$ cat config.mk
export PLATFORM = sky130hd
export DESIGN_NAME = fifo_uart_tx
export DESIGN_NICKNAME = d
export VERILOG_FILES = /design/src/rtl/fifo_uart_tx.sv
export SDC_FILE = /design/constraint.sdc
export NUM_CORES = 1
export LEC_CHECK = 0
export CAP_MARGIN = 25
export CELL_PAD_IN_SITES_DETAIL_PLACEMENT = 1
export CELL_PAD_IN_SITES_GLOBAL_PLACEMENT = 1
export CORE_ASPECT_RATIO = 0.7
export CORE_UTILIZATION = 43
export DETAILED_ROUTE_END_ITERATION = 10
export GPL_TIMING_DRIVEN = 0
export PLACE_DENSITY_LB_ADDON = 0.1
export SLEW_MARGIN = 20
export SYNTH_ARGS = -nofsm -noshare
export SYNTH_HDL_FRONTEND = slang
export SYNTH_SLANG_ARGS = --single-unit
export TNS_END_PERCENT = 100
$ cat constraint.sdc
create_clock -name clk_i -period 3 [get_ports clk_i]
set_input_delay 0.6 -clock clk_i [delete_from_list [all_inputs] [get_ports clk_i]]
set_output_delay 0.6 -clock clk_i [all_outputs]
set_load 0.01 [all_outputs]
$ cat src/rtl/fifo_uart_tx.sv
// Serial transmitter that pops words from a show-ahead FIFO and frames them.
// Define FIFO_UART_TX_PARITY_EN to add an even-parity bit before the stop bit.
module fifo_uart_tx #(
    parameter int DATA_WIDTH   = 8,
    parameter int CLKS_PER_BIT = 868
) (
    input  logic                  clk_i,
    input  logic                  rst_i,
    input  logic                  empty_i,
    input  logic [DATA_WIDTH-1:0] r_data_i,
    output logic                  rd_o,
    output logic                  tx_o,
    output logic                  busy_o,
    output logic                  done_o
);

    localparam int CNT_W = $clog2(CLKS_PER_BIT);
    localparam int IDX_W = (DATA_WIDTH > 1) ? $clog2(DATA_WIDTH) : 1;
    localparam logic [CNT_W-1:0] CNT_MAX  = CNT_W'(CLKS_PER_BIT - 1);
    localparam logic [IDX_W-1:0] IDX_LAST = IDX_W'(DATA_WIDTH - 1);

`ifdef FIFO_UART_TX_PARITY_EN
    typedef enum logic [2:0] {IDLE, START, DATA, PARITY, STOP} state_t;
`else
    typedef enum logic [2:0] {IDLE, START, DATA, STOP} state_t;
`endif

    state_t                state;
    state_t                state_n;
    logic [CNT_W-1:0]      cnt;
    logic [CNT_W-1:0]      cnt_n;
    logic [IDX_W-1:0]      idx;
    logic [IDX_W-1:0]      idx_n;
    logic [DATA_WIDTH-1:0] sh;
    logic [DATA_WIDTH-1:0] sh_n;
    logic                  load;
    logic                  bit_end;
    logic                  tx_n;
    logic                  busy_n;
    logic                  rd_n;
    logic                  done_n;
`ifdef FIFO_UART_TX_PARITY_EN
    logic                  par;
`endif

    assign bit_end = (cnt == '0);

    // State, datapath and registered outputs
    always_ff @(posedge clk_i or posedge rst_i) begin
        if (rst_i) begin
            state  <= IDLE;
            cnt    <= '0;
            idx    <= '0;
            sh     <= '0;
            tx_o   <= 1'b1;
            rd_o   <= 1'b0;
            busy_o <= 1'b0;
            done_o <= 1'b0;
`ifdef FIFO_UART_TX_PARITY_EN
            par    <= 1'b0;
`endif
        end else begin
            state  <= state_n;
            cnt    <= cnt_n;
            idx    <= idx_n;
            sh     <= sh_n;
            tx_o   <= tx_n;
            rd_o   <= rd_n;
            busy_o <= busy_n;
            done_o <= done_n;
`ifdef FIFO_UART_TX_PARITY_EN
            if (load) begin
                par <= ^r_data_i;
            end
`endif
        end
    end

    // Next state, bit timer, bit index and shift register
    always_comb begin
        state_n = state;
        idx_n   = idx;
        sh_n    = sh;
        load    = 1'b0;
        unique case (state)
            IDLE: begin
                if (!empty_i) begin
                    load    = 1'b1;
                    state_n = START;
                end
            end
            START: begin
                if (bit_end) begin
                    state_n = DATA;
                end
            end
            DATA: begin
                if (bit_end) begin
                    if (idx == IDX_LAST) begin
                        idx_n   = '0;
`ifdef FIFO_UART_TX_PARITY_EN
                        state_n = PARITY;
`else
                        state_n = STOP;
`endif
                    end else begin
                        idx_n = idx + 1'b1;
                        sh_n  = sh >> 1;
                    end
                end
            end
`ifdef FIFO_UART_TX_PARITY_EN
            PARITY: begin
                if (bit_end) begin
                    state_n = STOP;
                end
            end
`endif
            STOP: begin
                if (bit_end) begin
                    if (!empty_i) begin
                        load    = 1'b1;
                        state_n = START;
                    end else begin
                        state_n = IDLE;
                    end
                end
            end
            default: state_n = IDLE;
        endcase
        if (load) begin
            sh_n  = r_data_i;
            idx_n = '0;
        end
        // Timer rests at zero while idle and reloads on each bit boundary
        if (state_n == IDLE) begin
            cnt_n = '0;
        end else if (load || bit_end) begin
            cnt_n = CNT_MAX;
        end else begin
            cnt_n = cnt - 1'b1;
        end
    end

    // Next output values, looked up from the upcoming state
    always_comb begin
        tx_n   = 1'b1;
        busy_n = (state_n != IDLE);
        rd_n   = load;
        done_n = (state == STOP) && bit_end;
        unique case (state_n)
            START:   tx_n = 1'b0;
            DATA:    tx_n = sh_n[0];
`ifdef FIFO_UART_TX_PARITY_EN
            PARITY:  tx_n = par;
`endif
            default: tx_n = 1'b1;
        endcase
    end

endmodule

==> impl_metrics.json <==
{
  "htreeDepth": 1,
  "ant_nets": 0,
  "areaGrowthSynthToFinish_pct": 19.0,
  "setup_violations": 0,
  "syn_inst": 128,
  "critical_path_class": "reg2reg",
  "finalMaxSlewViolations": 0,
  "grtUsageMet3_pct": 5.17,
  "ys_top_cells_by_count": "27 x dfrtp_1, 16 x nand2_1, 7 x nor2_1, 7 x nor3_1",
  "nFillCells": 319,
  "synth_ff_type": "dfrtp_1",
  "synth_fp_nets": 142,
  "timing.max_cap.violations": 0,
  "final.setup.worst_slack_ns": 0.431,
  "nets": 162,
  "cts_tree": "yes",
  "p_leak_nw": 0.705,
  "antenna_found_initial": 0,
  "viasPerCell": 5.51,
  "cts_setup_buffers": 0,
  "period_share_pct": 85.6,
  "hold_viol": 0,
  "tightest_slew_ns": 0.584,
  "drt_wl_total_um": 2900,
  "end_kind": "register",
  "path_clk_slew_ns": 0.09,
  "use_met2_pct": 25.7,
  "grt_max_degree": 17,
  "grt_setup_unrepaired": "false",
  "yosys_warnings": 0,
  "power.total_mw": 1.55,
  "crit_required_ns": 3.21,
  "multi_input_area_um2": 592,
  "ir_drop_mv": 0.331,
  "grt_util_all_layers_pct": 18.9,
  "synth_seq_cells": 28,
  "critPathMaxFanout": 7,
  "fp.dieH_um": 49.0,
  "gr-total-overflow": 0,
  "synth_edf_count": 0,
  "seq_area_um2": 702,
  "skew_ns": 0.00371,
  "fin_cells": 183,
  "drt_iter0_markers": 71,
  "post-place-ws_ns": 0.408,
  "cts_sinks": 28,
  "slew-limit-headroom_pct": 61.0,
  "clock_latency_ns": 0.27,
  "core.rowCount": 16,
  "placed_cells": 179,
  "synth_most_common_cell": "dfrtp_1",
  "initial_core_util_pct": 46.7,
  "startpoint_type": "register",
  "cts_root_buffer": "clkbuf_8",
  "ctsResizeCount": 0,
  "grt_pass1_wl_um": 5060,
  "synth.area.top_cells": "dfrtp_1 50%, nand2_1 4.4%, xnor2_1 3.9%",
  "fin_setup_tns_ns": 0,
  "hpwl_um": 2140,
  "n_antenna_cell": 0,
  "min_path_type": "reg2reg",
  "ys_seq_area_share_pct": 51.8,
  "drc": 0,
  "outcome": "finished clean",
  "vias": 1009,
  "synth.avg_cell_area_um2": 10.6,
  "drive_gt1_share_pct": 10.9,
  "grt_pass1_vias": 975,
  "busiest_layer": "met1",
  "grt_use_met1_pct": 29.9,
  "fp.dieW_um": 69.1,
  "routedWlPerCell_um": 15.8,
  "gp_congestion": 0.795,
  "fin_crit_ns": 2.57,
  "synth-async-reset-ratio_pct": 100,
  "fmax_ghz": 0.389,
  "clockBufferDepth": 2,
  "synth_area_leader_cell": "dfrtp_1",
  "drt-pass1-iter-count": 4,
  "synth_top_cell_area_share_pct": 49.8,
  "port_buffers": 14,
  "dieArea_mm2": 0.00339,
  "synth_cell_type_count": 40,
  "powerDensity_mw_per_mm2": 962,
  "ioPinCount": 15,
  "synth_area_mm2": 0.00136,
  "numCtsBuffers": 3,
  "coreArea_mm2": 0.00290,
  "ctsHoldBuffers": 0,
  "cp.arrival_ns": 2.78
}
## final cells by class
type	count	area share (%)
inverter	5	1.16
clock buffer	4	2.79
tap	36	2.79
timing repair buffer	15	10.4
multi-input combinational	87	36.7
sequential	28	43.5
buffer	8	2.71
## routing by layer
| layer | part of all wire [%] | vias to the layer above |
|---|---|---|
| met3 | 3.3 | 4 |
| met1 | 54 | 496 |
| met5 | 0 | - |
| met2 | 42 | 19 |
| li1 | - | 490 |
| met4 | 0.90 | 0 |
## logic make-up after synthesis
logic type               share of synthesized area, %
XOR/XNOR                                         5.17
AND/OR/NAND/NOR                                  19.9
AO/OA/AOI/OAI                                    13.9
other                                           0.276
flip-flops                                       51.8
buffers and inverters                            4.61
multiplexers                                     1.57
adder cells (fa/ha/maj)                          2.77
## per-stage QoR
| step | util, % | hold WS, ns | area (um^2) |
|---|---|---|---|
| after CTS | 55.6 | 0.483 | 1610 |
| after detailed placement | 54.1 | 0.461 | 1570 |
| after global placement | 53.1 | 0.452 | 1540 |
| after global routing | 55.6 | 0.510 | 1610 |
| after floorplan | - | 0.439 | 1360 |
| final | 55.6 | 0.477 | 1610 |
## cell usage in the layout, fill, tap and decap left out, types with 2 or more instances in the layout
cell type | netlist | layout
a21oi_1 | 6 | 6
a22o_1 | 4 | 4
a22oi_1 | 6 | 6
buf_2 | 2 | 2
clkbuf_1 | 4 | 5
clkbuf_8 | 0 | 3
clkdlybuf4s50_1 | 0 | 14
dfrtp_1 | 27 | 27
ha_1 | 3 | 3
inv_1 | 5 | 5
nand2_1 | 16 | 16
nor2_1 | 7 | 7
nor2b_1 | 2 | 2
nor3_1 | 7 | 7
o21ai_0 | 2 | 2
or3b_2 | 2 | 2
or4_1 | 3 | 3
or4b_1 | 2 | 2
xnor2_1 | 6 | 6
xor2_1 | 2 | 2
## state kept, by name, summed over array words and instances, names as in the netlist
name and count:
busy_o 1, cnt 10, sh 8, idx 3, done_o 1, tx_o 1
state 3, rd_o 1
## where the power goes
group	leakage (nW)	switching (mW)	internal, mW
clock network	0.0228	0.114	0.0953
logic	0.331	0.421	0.327
registers	0.352	0.0762	0.518
## worst paths after layout
kind / startpoint / endpoint / slack, ns / cells past startpoint
setup / recovery: idx[0]$_DFFE_PP0P_ / tx_o$_DFF_PP1_ / 0.43 / 7
hold / removal: cnt[0]$_DFF_PP0_ / cnt[0]$_DFF_PP0_ / 0.48 / 1
setup reg to reg: idx[0]$_DFFE_PP0P_ / tx_o$_DFF_PP1_ / 0.43 / 7
hold reg to reg: cnt[0]$_DFF_PP0_ / cnt[0]$_DFF_PP0_ / 0.48 / 1
max in group asynchronous: rst_i / cnt[4]$_DFF_PP0_ / 1.83 / 3
min in group asynchronous: rst_i / cnt[8]$_DFF_PP0_ / 0.69 / 2
## worst max-delay path, stage by stage (launching register included)
cell and delay [ns]:
dfrtp_1 0.42, ha_1 0.21, ha_1 0.23, or4b_1 0.53, nor4_4 0.45, mux2i_1 0.29, nand2b_1 0.08, a211o_1 0.29
Note: power is estimated with default switching activity, not from simulation.
